File: src/rtl/midi_voice_alloc.sv
// Channel-0 NOTE_ON/NOTE_OFF voice allocator: retrigger, then free voice, then LRU steal.
// Stealing is enabled by defining VOICE_ALLOC_STEAL_EN; one note event per NUM_VOICES+2 cycles.
module midi_voice_alloc #(
  parameter int NUM_VOICES = 4
) (
  input  logic                    clk_in,
  input  logic                    rst_in,
  input  logic                    event_valid_in,
  input  logic [23:0]             event_in,
  output logic                    event_ready_out,
  output logic [8*NUM_VOICES-1:0] voice_note_out,
  output logic [8*NUM_VOICES-1:0] voice_vel_out,
  output logic [NUM_VOICES-1:0]   voice_gate_out,
  output logic [NUM_VOICES-1:0]   voice_trig_out,
  output logic                    steal_out
);
  localparam int IW = (NUM_VOICES > 1) ? $clog2(NUM_VOICES) : 1;
  localparam logic [IW-1:0] LAST = IW'(NUM_VOICES - 1);

  typedef enum logic [1:0] {IDLE, SCAN, COMMIT} state_t;
  state_t state, state_nxt;

  logic [7:0]            note [NUM_VOICES];
  logic [7:0]            vel  [NUM_VOICES];
  logic [IW-1:0]         rank [NUM_VOICES];
  logic [NUM_VOICES-1:0] gate;
  logic [NUM_VOICES-1:0] trig;

  logic [7:0]            ev_note;
  logic [7:0]            ev_vel;
  logic                  ev_on;
  logic [IW-1:0]         scan_idx;
  logic                  match_found;
  logic                  free_found;
  logic [IW-1:0]         match_idx;
  logic [IW-1:0]         free_idx;
  logic [IW-1:0]         oldest_idx;
  logic [NUM_VOICES-1:0] off_mask;

  logic                  xfer;
  logic                  in_on;
  logic                  in_off;
  logic [IW-1:0]         tgt;
  logic                  do_assign;
`ifdef VOICE_ALLOC_STEAL_EN
  logic                  do_steal;
  logic                  steal;
`endif

  assign xfer   = event_valid_in && event_ready_out;
  assign in_on  = (event_in[23:16] == 8'h90) && (event_in[7:0] != 8'h00);
  assign in_off = (event_in[23:16] == 8'h80) ||
                  ((event_in[23:16] == 8'h90) && (event_in[7:0] == 8'h00));

  always_ff @(posedge clk_in or posedge rst_in) begin
    if (rst_in) state <= IDLE;
    else        state <= state_nxt;
  end

  always_comb begin
    state_nxt       = state;
    event_ready_out = 1'b0;
    case (state)
      IDLE: begin
        event_ready_out = 1'b1;
        if (xfer && (in_on || in_off)) state_nxt = SCAN;
      end
      SCAN:    if (scan_idx == LAST) state_nxt = COMMIT;
      COMMIT:  state_nxt = IDLE;
      default: state_nxt = IDLE;
    endcase
  end

  // Target priority: retrigger of a held note, then first free voice, then the oldest.
  always_comb begin
    tgt       = oldest_idx;
    do_assign = 1'b0;
`ifdef VOICE_ALLOC_STEAL_EN
    do_steal  = 1'b0;
`endif
    if (match_found) begin
      tgt       = match_idx;
      do_assign = 1'b1;
    end else if (free_found) begin
      tgt       = free_idx;
      do_assign = 1'b1;
    end
`ifdef VOICE_ALLOC_STEAL_EN
    else begin
      do_assign = 1'b1;
      do_steal  = gate[oldest_idx];
    end
`endif
  end

  always_ff @(posedge clk_in or posedge rst_in) begin
    if (rst_in) begin
      for (int i = 0; i < NUM_VOICES; i++) begin
        note[i] <= 8'h00;
        vel[i]  <= 8'h00;
        rank[i] <= IW'(i);
      end
      gate        <= '0;
      trig        <= '0;
      ev_note     <= 8'h00;
      ev_vel      <= 8'h00;
      ev_on       <= 1'b0;
      scan_idx    <= '0;
      match_found <= 1'b0;
      free_found  <= 1'b0;
      match_idx   <= '0;
      free_idx    <= '0;
      oldest_idx  <= '0;
      off_mask    <= '0;
    end else begin
      trig <= '0;
      case (state)
        IDLE: begin
          if (xfer) begin
            ev_note     <= event_in[15:8];
            ev_vel      <= event_in[7:0];
            ev_on       <= in_on;
            scan_idx    <= '0;
            match_found <= 1'b0;
            free_found  <= 1'b0;
            off_mask    <= '0;
          end
        end
        SCAN: begin
          scan_idx <= scan_idx + 1'b1;
          if (ev_on) begin
            if (!match_found && gate[scan_idx] && (note[scan_idx] == ev_note)) begin
              match_found <= 1'b1;
              match_idx   <= scan_idx;
            end
            if (!free_found && !gate[scan_idx]) begin
              free_found <= 1'b1;
              free_idx   <= scan_idx;
            end
            if (rank[scan_idx] == LAST) oldest_idx <= scan_idx;
          end else begin
            off_mask[scan_idx] <= gate[scan_idx] && (note[scan_idx] == ev_note);
          end
        end
        COMMIT: begin
          if (ev_on) begin
            if (do_assign) begin
              // Voices more recent than the target age by one; the target becomes newest.
              for (int i = 0; i < NUM_VOICES; i++) begin
                if (rank[i] < rank[tgt]) rank[i] <= rank[i] + 1'b1;
              end
              rank[tgt] <= '0;
              note[tgt] <= ev_note;
              vel[tgt]  <= ev_vel;
              gate[tgt] <= 1'b1;
              trig[tgt] <= 1'b1;
            end
          end else begin
            for (int i = 0; i < NUM_VOICES; i++) begin
              if (off_mask[i]) begin
                gate[i] <= 1'b0;
                vel[i]  <= ev_vel;
              end
            end
          end
        end
        default: ;
      endcase
    end
  end

`ifdef VOICE_ALLOC_STEAL_EN
  always_ff @(posedge clk_in or posedge rst_in) begin
    if (rst_in) steal <= 1'b0;
    else        steal <= (state == COMMIT) && ev_on && do_steal;
  end
  assign steal_out = steal;
`else
  assign steal_out = 1'b0;
`endif

  always_comb begin
    voice_note_out = '0;
    voice_vel_out  = '0;
    for (int i = 0; i < NUM_VOICES; i++) begin
      voice_note_out[8*i +: 8] = note[i];
      voice_vel_out[8*i +: 8]  = vel[i];
    end
  end

  assign voice_gate_out = gate;
  assign voice_trig_out = trig;

endmodule
File: config.mk
export PLATFORM = sky130hd
export DESIGN_NAME = midi_voice_alloc
export DESIGN_NICKNAME = d
export VERILOG_FILES = /design/src/rtl/midi_voice_alloc.sv
export SDC_FILE = /design/constraint.sdc
export NUM_CORES = 1
export LEC_CHECK = 0
export ABC_AREA = 1
export BUFFER_PORTS_ARGS = -buffer_cell sky130_fd_sc_hd__buf_2
export CAP_MARGIN = 20
export CORE_MARGIN = 1.5
export CORE_UTILIZATION = 40
export CTS_CLUSTER_DIAMETER = 120
export DETAILED_ROUTE_END_ITERATION = 8
export SKIP_CTS_REPAIR_TIMING = 1
export SLEW_MARGIN = 15
export SYNTH_ARGS = -nofsm -noshare
export SYNTH_HDL_FRONTEND = slang
export SYNTH_SLANG_ARGS = --single-unit
File: constraint.sdc
create_clock -name clk_in -period 4.5 [get_ports clk_in]
set_clock_uncertainty 0.15 [all_clocks]
set_input_delay 0.225 -clock clk_in [delete_from_list [all_inputs] [get_ports clk_in]]
set_output_delay 0.225 -clock clk_in [all_outputs]
set_load 0.01 [all_outputs]
Word level (Yosys, flattened, before mapping)
Index checks and enable logic that the tools add are counted.
Storage, ports and cells
  output and inout bits: 74
  logic and storage cells: 175
  bits in registers: 113
  input port bits: 27
Cells by class
  bitwise operators: 5
  equality and inequality tests: 15
  add/subtract/negate cells: 5
  muxes and demuxes: 73
  $lt $le $gt $ge: 11
  reduce and logical (&&, ||, !) cells: 38
Operators with widths (number)
  32-bit bitwise mux: 2
  32-bit 2-to-1 mux: 2
  8-bit 2-to-1 mux: 7
  2-bit 2-to-1 mux: 26
  4-bit 2-to-1 mux: 7
  3-bit AND reduction: 9
  8-bit binary-select mux with 2-bit select: 1
  8-bit demux with 2-bit select: 1
  8-bit == test (second input constant): 2
  1-bit 2-to-1 mux: 15
  2-bit != test (second input constant): 7
  1-bit logical AND: 11
  2-bit by 1-bit adder with 2-bit output (second input constant): 5
  2-bit nonzero test: 5
  8-bit AND: 1
  2-bit binary-select mux with 2-bit select: 2
  8-bit == test: 1
  8-bit zero test: 1
  2-bit < comparator: 4
  8-bit inverter: 1
  2-bit case mux with 2 select lines: 2
  4-bit case mux with 2 select lines: 1
  4-bit AND reduction: 2
  8-bit nonzero test: 1
  18 further kinds: 31

Depth between registers and ports, before layout
Gate-level depths: netlist of run 1.
  depth after elaboration: 12
  depth in mapped cells: 14
  mapped depth without buffers: 14

Least setup slack after synthesis of run 1
Ideal clock, no wire load.
  path type: register to register
  start: register match_found
  end: register rank[7] (netlist name)
  arrival: 1.960 ns
  path slack: 2.266 ns
  period minus slack after synthesis: 2.234 ns
  stages on the path, launching flop included: 14
  path buffers: 0
  required time: 4.227 ns
  setup time: 0.123 ns
  cell sequence: dfrtp_1 inv_2 or2_4 nand2_4 inv_4 nand2_4 nor2_1 a21oi_1 o221ai_1 ha_1 nor2_1 nand2_1 o21ai_0 a21oi_1
Between the ends
  cells in the longest elaborated chain, start to end: 11
  elaborated cells on any way between the ends: 19
  those cells by class: order compare: 3; mux: 11; bitwise: 3; reduce/logical: 2
RTL lines
  from (decl): line 33  | logic match_found;
  from (signal assigned): line 109  | match_found <= 1'b0;
  from (signal assigned): line 124  | match_found <= 1'b0;
  from (signal assigned): line 133  | match_found <= 1'b1;
  2-bit 2-to-1 mux: line 81  | if (match_found) begin
  2-bit inverter with 3-bit output (not written as such): line 150, 152
  2-bit binary-select mux with 2-bit select: line 150  | if (rank[i] < rank[tgt]) rank[i] <= rank[i] + 1'b1;
  2-bit 2-to-1 mux (not written as such) (2 in a row): line 150
  2-bit < comparator: line 150
  2-bit 2-to-1 mux: line 150
  2-bit 2-to-1 mux: line 147  | if (do_assign) begin
  2-bit 2-to-1 mux: line 146  | if (ev_on) begin
  2-bit 2-to-1 mux: line 117  | case (state)
  8-bit AND (no line)
  to (signal, indexed assignment): line 101  | rank[i] <= IW'(i);
  to (decl): line 25  | logic [IW-1:0] rank [NUM_VOICES];
Several ways; a longest one is shown, not always the timed one. The select of a mux whose other input is x is not followed.
A chain may end at the register's enable or synchronous reset.

Final worst setup path of run 1
  start: register scan_idx[0]
  end: register match_idx[0]
Between the ends
  cells in the longest elaborated chain, start to end: 7
  elaborated cells on any way between the ends: 10
  those cells by class: eq/ne: 1; mux: 5; bitwise: 1; reduce/logical: 3
RTL lines
  from (decl): line 32  | logic [IW-1:0] scan_idx;
  from (signal assigned): line 130  | scan_idx <= scan_idx + 1'b1;
  2-bit inverter with 3-bit output (not written as such): line 132  | if (!match_found && gate[scan_idx] && (note[scan_idx] == ev_note)) begin
  8-bit binary-select mux with 2-bit select: line 132
  8-bit 2-to-1 mux (not written as such) (2 in a row): line 132
  8-bit == test: line 132
  1-bit logical AND: line 132
  3-bit AND reduction (no line)
  to (signal assigned): line 134  | match_idx <= scan_idx;
  to (decl): line 35  | logic [IW-1:0] match_idx;
Several ways; a longest one is shown, not always the timed one. The select of a mux whose other input is x is not followed.

==> metrics, run 1 <==
Slew @ Worst Pin=about 0.97 ns; Clk pin slew, worst setup/hold paths=0.05 ns; Setup crit start kind=flip-flop; Crit-path slowest cell=dfrtp_1; # fillers=around 1.2k; Starting Density=0.416; Top FF cell, synth=dfrtp_1; placer's final routability congestion estimate=between 0.7 and 0.8; post-synthesis compound-gate area fraction=0.130; crit-path leading delay family=simple AND/OR/NAND/NOR gates; detailed placement HPWL=8760 µm; vias in the first global route=4120; Post-Synth Adder-Cell Area=0.0188; Net count, final=between 700 and 800; Synthesis Warnings=0; largest net degree at the start of global routing=80; via count=around 4.3k; Final Cell Area=roughly 6700 µm²; main combinational cell family by area after synthesis=simple AND/OR/NAND/NOR gates; Cell Pwr Density=about 430 nW/µm²; clk sinks=113; I/O Buffers=99; failing checks=hold timing; Hold WS=-0.0218 ns; first-pass GRT wire length=just over 20000 µm; CTS tree=yes; post-placement cell area=5880 µm²; Hold Path Sink=state[0]; CP max stage delay=0.97 ns; H-Tree Depth=4; period utilisation layout=0.567; post-synthesis cell count=602; Peak Freq=392 MHz; Iteration-0 DRC Markers=~250; GRT overflow=0; mux contribution to synthesized area=0; CTS buffer count=17; Period minus WS final=about 2.6 ns; Crit path top cell by count=nand2_1; Data arrival, critical path=2.69 ns; Register Area=2830 µm²; syn nets=637; wire length per cell=14.0 µm; TNS Setup=0 ns; CP endpoint kind=flip-flop; Core Box Area=approximately 13000 µm²; Critical R2R Capture=match_idx[0]; Setup Crit Path Kind=flip-flop to flip-flop; Layout area overhead=25.3%; R2R cell count=11; reg2reg setup slack=around 1.9 ns; Async S/R FF share, synth=1.00; Max Root-Sink Buffers=2; Post-Synth XOR/XNOR Area=0.00493; leak pwr=3.52 nW; DRC viols=0; Ports=101; final hold violation count=2; DR vias/cell=4.78; GRT Util Overall=0.186; headroom to the max-slew limit=0.355; initial antenna violation count=0; Slew Viols, Final=0; Final setup viols=0; post-synthesis instance area=5330 µm²; sequential fraction of the synthesis area=0.531; Die Height=118 µm; Crit Path Max Fanout=28; root buffer cell=clkbuf_16; DRT antenna net count=0; Clock Latency Late Sink=0.41 ns; area of the multi-input gates=2070 µm²; Pre-antenna DRT Iters=4; RSZ-0062 raised after global routing=false; crit path cell chain=inv_4 > nand2_1 > nand3_2 > nand2_1 > nand2_1 > nand2_1 > nand3_1 > nor2_2 > nand3_2 > nand2_1 > nand2_1; hold_sp=event_in[22]; number of synthesized flops with an enable pin=0; Mapped Avg Cell Area=8.85 µm²; outcome=complete, but fails checks; worst r2r src=scan_idx[0]; hold path cells=4; ant diodes=0; register bit total from synthesis=113; share of cells above drive strength 1=0.244; worst path bufs/invs=1; Max-cap violations=0; IR drop worst, VDD=236 µV; die width=~120 µm; final WL=12600 µm; Data required, critical path=4.64 ns; placement row count=between 40 and 50; HP Class=primary input to flip-flop; synth unique cells=37; Simple-Gate Fraction of Synth Area=0.233; die area=between 10000 and 15000 µm²
-- report_power, final --
part | total [mW] | internal, mW | switching [mW] | leakage (nW)
Combinational | 0.371 | 0.116 | 0.255 | 1.72
Sequential | 1.11 | 1.05 | 0.0579 | 1.49
Clock | 1.42 | 0.968 | 0.455 | 0.306
-- tightest hold or removal path: stages --
cell and delay [ns]:
buf_2 0.08, nor3b_1 0.04, nand4_1 0.10, nand2_1 0.06
-- final cells by class --
cell class	instances	area share
Inverter	63	0.0388
Clock buffer	22	0.0710
Multi-Input combinational cell	406	0.309
Clock inverter	10	0.0238
Tap cell	172	0.0322
Sequential cell	113	0.424
Timing Repair Buffer	117	0.101
-- cell families (layout without fill, tap and decap cells) --
| kind of cell | Yosys count | after routing |
|---|---|---|
| buf+inv | 83 | 212 |
| compound gates | 121 | 121 |
| xor+xnor | 3 | 3 |
| flops | 113 | 113 |
| other cells | 1 | 1 |
| simple gates | 273 | 273 |
| fa+ha+maj | 8 | 8 |
-- state kept, by name, indices dropped and copies added, names as in the netlist --
register        count
ev_note             8
ev_on               1
ev_vel              8
free_found          1
free_idx            2
match_found         1
match_idx           2
off_mask            4
oldest_idx          2
rank                8
scan_idx            2
state               2
voice_gate_out      4
voice_note_out     32
voice_trig_out      4
voice_vel_out      32
-- worst max-delay path by stage --
| stage | end | from | cells after the start |
|---|---|---|---|
| 6_report | match_idx[0] | scan_idx[0] | 11 |
| 5_1_grt | match_idx[0] | scan_idx[0] | 11 |
| 4_1_cts | match_idx[0] | scan_idx[0] | 11 |
| 3_5_place_dp | match_idx[0] | scan_idx[0] | 11 |
| 3_3_place_gp | rank[7] | match_found | 13 |
| 2_1_floorplan | ev_note[0] | rst_in | 1 |
-- cells in the final DEF (no fill, tap or decap), types with 17 or more instances in the layout --
cell	netlist	layout
buf_2	4	99
clkbuf_16	0	17
dfrtp_1	109	109
dlygate4sd3_1	0	17
inv_1	51	50
nand2_1	186	186
nand3_1	29	29
nor2_1	27	27
o21ai_0	53	53
o21ai_1	39	39
-- stage by stage --
stage / instances / utilization / worst slack [ns] / hold WS, ns / power, mW
after floorplan: 602 / - / 1.14 / 0.196 / 1.42
after global placement: 854 / 0.458 / 2.04 / 0.285 / 1.48
after detailed placement: 854 / 0.458 / 1.94 / 0.289 / 1.49
after CTS: 886 / 0.508 / 1.93 / -0.138 / 2.92
after global routing: 903 / 0.521 / 1.68 / 0.00377 / 3.04
final: 903 / 0.521 / 1.95 / -0.0218 / 2.91
-- cell usage after synthesis, types with 2 or more instances --
cell / instances / area, µm²
ha_1: 8 / 100
nand3_1: 29 / 145
o21ai_1: 39 / 195
buf_4: 3 / 22.5
clkbuf_1: 2 / 7.51
inv_2: 6 / 22.5
o311ai_0: 2 / 17.5
nand4_1: 10 / 62.6
xor2_1: 3 / 26.3
inv_6: 2 / 17.5
nor2_4: 3 / 33.8
nand2_4: 5 / 56.3
inv_1: 51 / 191
dfrtp_1: 109 / 2730
buf_6: 11 / 124
dfstp_2: 4 / 105
a22oi_1: 4 / 30.0
o21ai_4: 2 / 32.5
nand3_2: 3 / 30.0
nor2_1: 27 / 101
a21oi_1: 8 / 40.0
buf_2: 4 / 20.0
nor2_8: 3 / 60.1
o21ai_0: 53 / 265
nand2_1: 186 / 698
nand2_2: 2 / 12.5
o21ai_2: 10 / 87.6
inv_4: 4 / 25.0
-- layer usage --
| metal | vias to the layer above | share of wire | track usage |
|---|---|---|---|
| met5 | - | 0 | 0 |
| met4 | 0 | 0.0089 | 0.0527 |
| met3 | 8 | 0.045 | 0.0536 |
| met2 | 120 | 0.47 | 0.294 |
| met1 | 2003 | 0.48 | 0.251 |
| li1 | 2184 | - | - |
Note: power is estimated with default switching activity, not from simulation.
==> run 2, diff against run 1 <==
clock period = 2.2 ns   (was 4.5 ns; I/O delays follow)
==> run 2 against run 1 <==
  * The run ends with setup timing left
  * Power increased by 110%
  * Die area stayed put
  * Final area rose by 7.8%
==> metrics, run 2 (same netlist as run 1, synthesis figures left out) <==
outcome=complete, but fails checks; failing checks=setup timing; ant diodes=0 (unchanged); setup slack after layout=-0.0628 ns (-2.01 ns); Max-cap violations=0 (unchanged); DR vias/cell=4.87 (+1.9%); placement row count=41 (unchanged); Die Height=118 µm (unchanged); placer's final routability congestion estimate=0.808 (+5.5%); Period minus WS final=2.26 ns (-0.287 ns); Ports=101 (unchanged); share of cells above drive strength 1=0.293 (+0.0497); most frequent cells in the layout=nand2_1, dfrtp_1, buf_2; Crit Path Max Fanout=5 (-82%); final hold violation count=0 (-2); Iteration-0 DRC Markers=286 (+13%); Core Box Area=12800 µm² (unchanged); RSZ-0062 raised after global routing=true; Post-Layout Cell Count=936 (+3.7%); Hold WS=0.0354 ns (+0.0571 ns); DRC viols=0 (unchanged); CTS tree=yes; Slew Viols, Final=0 (unchanged); Slew @ Worst Pin=0.615 ns (-0.353 ns); DRT antenna net count=0 (unchanged); Clk pin slew, worst setup/hold paths=0.05 ns (about the same); HP Class=primary input to flip-flop; Clock Latency Late Sink=0.41 ns (about the same); via count=4558 (+5.6%); Placed Cells=871 (+2.0%); vias in the first global route=4230 (+2.7%); post-placement cell area=6020 µm² (+2.5%); leak pwr=3.73 nW (+6.1%); die width=118 µm (unchanged); Final setup viols=4 (+4); clk sinks=113 (unchanged); CP endpoint kind=flip-flop; Net count, final=786 (+4.4%); Data required, critical path=2.35 ns (-2.29 ns); period utilisation layout=1.03 (+0.462); root buffer cell=clkbuf_16; first-pass GRT wire length=20900 µm (+1.0%); detailed placement HPWL=8940 µm (+2.1%); CTS buffer count=17 (unchanged); final WL=13300 µm (+5.7%); Tot Pwr=6.19 mW (+110%); most common cell after layout, fill and taps aside=nand2_1; wire length per cell=14.2 µm (+2.0%); initial antenna violation count=0 (unchanged); Starting Density=0.416 (unchanged); Cell Pwr Density=859 nW/µm² (+97%); GRT overflow=0 (unchanged); Layout area overhead=35.1%; GRT Util Overall=0.189 (+0.00270); H-Tree Depth=4 (unchanged); headroom to the max-slew limit=0.590 (+0.235); Data arrival, critical path=2.41 ns (-0.28 ns); Pre-antenna DRT Iters=4 (unchanged); IR drop worst, VDD=494 µV (+110%); Final Cell Area=7200 µm² (+7.8%); I/O Buffers=99 (unchanged); die area=14000 µm² (unchanged); largest net degree at the start of global routing=98 (+23%); Setup crit start kind=flip-flop; Setup Crit Path Kind=flip-flop to flip-flop; Max Root-Sink Buffers=2 (unchanged); Peak Freq=442 MHz (+13%)
-- run 2: cell count changes in the layout (fill, tap and decap cells not counted), sizes merged --
| cell | before | now |
|---|---|---|
| dlygate4sd3 | 17 | 25 |
| inv | 63 | 62 |
| bufinv | 4 | 5 |
| buf | 100 | 125 |
| clkinv | 4 | 3 |
| clkbuf | 22 | 23 |
-- run 2: worst paths after layout --
check                             startpoint           endpoint  slack, ns  depth (start not counted)
worst max-delay path             match_found            rank[5]      -0.06                         14
worst min register to register  match_idx[0]       match_idx[0]       0.33                          2
min in group asynchronous             rst_in  voice_vel_out[13]       0.08                          3
worst min-delay path            event_in[23]              ev_on       0.04                          4
worst max register to register   match_found            rank[5]      -0.06                         14
max in group asynchronous             rst_in          ev_vel[6]       0.99                          4
-- run 2: power by group --
| part | switching (mW) | internal, mW | total [mW] |
|---|---|---|---|
| Clock | 0.922 | 2.13 | 3.05 |
| Sequential | 0.0482 | 2.16 | 2.21 |
| Combinational | 0.623 | 0.310 | 0.933 |
-- run 2: layer usage --
metal  part of all wire  up-vias  routed length [µm]  global-route usage
li1                   -     2252                   -                   -
met1               0.45     2173                6000               0.250
met2               0.48      111                6450               0.298
met3              0.047       22                 628              0.0487
met4              0.019        0                 249              0.0730
met5                  0        -                   0                   0
-- run 2: per-stage QoR --
stage	worst slack, ns	util	TNS, ns
global placement	0.000916	0.470	0
CTS	-0.0890	0.522	-0.296
finish	-0.0628	0.562	-0.153
detailed placement	-0.0887	0.470	-0.308
floorplan	0.0158	-	0
global route	-0.158	0.562	-0.812
-- run 2: area by class of cell --
class,count,area [µm²]
clock buffers,23,488
clock inverters,9,176
fillers,1163,5620
inverters,63,268
multi-input cells,406,2230
flip-flops and latches,113,2830
well taps,172,215
repair buffers,150,995
-- run 2: worst max-delay path, cell delays in order, from the launching register on --
cell and delay (ns):
dfrtp_1 0.39, inv_4 0.08, or2_4 0.28, nand2_8 0.08
inv_8 0.04, nand2_4 0.07, nor2_4 0.04, a21oi_4 0.13
o221ai_4 0.12, buf_12 0.16, ha_4 0.26, nor2_1 0.04
nand2_1 0.10, xor2_1 0.17, nor2_1 0.06
==> run 3, diff against run 2 <==
ABC_AREA = not set   (was 1)
CORE_MARGIN = 10   (was 1.5)
clock period = 2.3 ns   (was 2.2 ns; I/O delays follow)
==> run 3 against run 2 <==
  * The flow still finishes with violations (setup timing)
  * Core utilization is 0.68 points higher
  * Die area up 27%
  * Clock-buffer cell count decreased by 3
  * Worst setup slack worse by 0.085 ns
  * Synthesized cell count down 29%
  * Sequential power about the same
  * Sequential share of layout area is 0.20 points higher
  * Wire length up 3.8%
  * Via count is 15% lower
  * Register-to-register slack worse by 0.09 ns
  * Highest routed layer unchanged
==> metrics, run 3 <==
outcome=complete, but fails checks; failing checks=setup timing; most common cell in the netlist=dfrtp_1; post-synthesis instance area=5140 µm² (-3.6%); worst path bufs/invs=1 (-2); leak pwr=3.69 nW (-1.1%); synth top area cells=dfrtp_1, mux2_2, nand2_1; final hold violation count=0 (unchanged); period utilisation layout=1.06 (+0.0357); Ports=101 (unchanged); Crit Path Max Fanout=4 (-1); crit-path leading delay family=multiplexers; Iteration-0 DRC Markers=140 (-51%); via count=3889 (-15%); share of cells above drive strength 1=0.457 (+0.164); main combinational cell family by area after synthesis=multiplexers; largest net degree at the start of global routing=32 (-67%); Net count, final=628 (-20%); CTS tree=yes; Top FF cell, synth=dfrtp_1; die area=17800 µm² (+27%); Peak Freq=409 MHz (-7.6%); first-pass GRT wire length=22300 µm (+6.5%); Data arrival, critical path=2.64 ns (+0.23 ns); stages on the worst setup path=8 (-6); root buffer cell=clkbuf_16; Final setup viols=9 (+5); Starting Density=0.407 (-0.00851); post-synthesis cell count=429 (-29%); Slew @ Worst Pin=0.741 ns (+0.126 ns); GRT overflow=0 (unchanged); Pre-antenna DRT Iters=4 (unchanged); Setup Crit Path Kind=flip-flop to flip-flop; setup slack after layout=-0.148 ns (-0.0850 ns); CTS buffer count=17 (unchanged); Placed Cells=722 (-17%); Synth area leader=dfrtp_1; GRT Util Overall=0.157 (-0.0321); Max Used Layer=met4; CP max stage delay=0.55 ns (+0.16 ns); I/O Buffers=99 (unchanged); DRT antenna net count=0 (unchanged); met2 routed wirelength=7050 µm (+9.4%); Commonest cells post-synth=dfrtp_1, mux2_2, nand2_1; headroom to the max-slew limit=0.505 (-0.0849); DR vias/cell=5.01 (+2.9%); Setup crit start kind=flip-flop; RSZ-0062 raised after global routing=true; HP Class=primary input to flip-flop; Post-Synth XOR/XNOR Area=0.0136 (+0.00871); Synthesis Warnings=0 (unchanged); M1 WL=5930 µm (-1.3%); IR drop worst, VDD=507 µV (+2.6%); sequential fraction of the synthesis area=0.551 (+0.0199); Simple-Gate Fraction of Synth Area=0.117 (-0.116); initial antenna violation count=0 (unchanged); Post-Synth Adder-Cell Area=0.0195 (+0.000704); die width=133 µm (+13%); placer's final routability congestion estimate=0.813 (+0.64%); Max-cap violations=0 (unchanged); H-Tree Depth=4 (unchanged); hold path cells=4 (unchanged); Data required, critical path=2.49 ns (+0.14 ns); detailed placement HPWL=9980 µm (+12%); metal3 WL=540 µm (-14%); placement row count=41 (unchanged); Cell Pwr Density=752 nW/µm² (-12%); Slew Viols, Final=0 (unchanged); register bit total from synthesis=113 (unchanged); CP endpoint kind=flip-flop; vias in the first global route=4177 (-1.3%); Post-Layout Cell Count=776 (-17%); Async S/R FF share, synth=1.00 (unchanged); Crit-path slowest cell=mux4_2; Clk pin slew, worst setup/hold paths=0.05 ns (about the same); syn nets=464 (-27%); Final Cell Area=7170 µm² (-0.42%); post-placement cell area=6200 µm² (+3.0%); synth unique cells=47 (+27%); number of synthesized flops with an enable pin=0 (unchanged); clk sinks=113 (unchanged); final WL=13800 µm (+3.8%); most common cell after layout, fill and taps aside=dfrtp_1; Clock Latency Late Sink=0.41 ns (about the same); Core Box Area=12600 µm² (-1.6%); Tot Pwr=5.39 mW (-13%); wire length per cell=17.8 µm (+25%); post-synthesis compound-gate area fraction=0.0743 (-0.0558); most frequent cells in the layout=dfrtp_1, buf_2, mux2_2; Mapped Avg Cell Area=12.0 µm² (+35%); DRC viols=0 (unchanged); mux contribution to synthesized area=0.198 (+0.198); Layout area overhead=39.6%; Synth top area share=0.531 (+0.0192); R2R cell count=8 (-6); Max Root-Sink Buffers=2 (unchanged); ant diodes=0 (unchanged); Die Height=133 µm (+13%); Period minus WS final=2.45 ns (+0.185 ns); crit path cell chain=mux2i_1 > o21a_1 > mux4_2 > clkinv_4 > ha_4 > nor3b_4 > nor4b_4 > a21o_1
## run 3: final cells by class
type                            instances  area, µm²
Multi-Input combinational cell        286       2340
Clock inverter                         10        136
Sequential cell                       113       2840
Clock buffer                           20        457
Inverter                               15       65.1
Fill cell                            1103       5450
Timing Repair Buffer                  160       1120
Tap cell                              172        215
## run 3: logic make-up after synthesis
kind of cell	after synthesis
xor+xnor	8
mux	82
compound gates	58
fa+ha+maj	8
flops	113
other cells	1
simple gates	129
buf+inv	30
## run 3: routing by layer
| layer | GRT usage | up-vias |
|---|---|---|
| met4 | 0.0611 | 0 |
| met1 | 0.190 | 1956 |
| met5 | 0 | - |
| met2 | 0.259 | 73 |
| met3 | 0.0444 | 23 |
| li1 | - | 1837 |
## run 3: tightest hold or removal path: cells and delay by family
kind	cells	cell delay, ns
buffers and inverters	1	0.08
and+or+nand+nor	3	0.43
## run 3: report_power, final
| group | leakage, nW | total (mW) | internal (mW) | switching (mW) |
|---|---|---|---|---|
| combinational | 1.88 | 0.572 | 0.259 | 0.314 |
| sequential | 1.53 | 2.20 | 2.07 | 0.130 |
| clock | 0.284 | 2.62 | 1.74 | 0.878 |
| total | 3.69 | 5.39 | 4.07 | 1.32 |
## run 3: worst paths after layout
path,from,to,slack (ns)
setup / recovery,free_found,rank[7],-0.15
setup reg to reg,free_found,rank[7],-0.15
min in group asynchronous,rst_in,voice_vel_out[8],0.25
hold reg to reg,voice_vel_out[21],voice_vel_out[21],0.35
hold / removal,event_valid_in,ev_vel[5],0.12
max in group asynchronous,rst_in,rank[4],1.08
## run 3: per-stage QoR
stage | util | hold slack [ns] | setup slack [ns] | setup TNS [ns]
after global placement | 0.492 | 0.116 | -0.100 | -0.232
after CTS | 0.539 | -0.301 | -0.163 | -0.852
final | 0.568 | 0.121 | -0.148 | -0.737
after global routing | 0.568 | 0.170 | -0.255 | -1.73
after floorplan | - | 0.0704 | -0.122 | -0.481
after detailed placement | 0.492 | 0.129 | -0.135 | -0.644
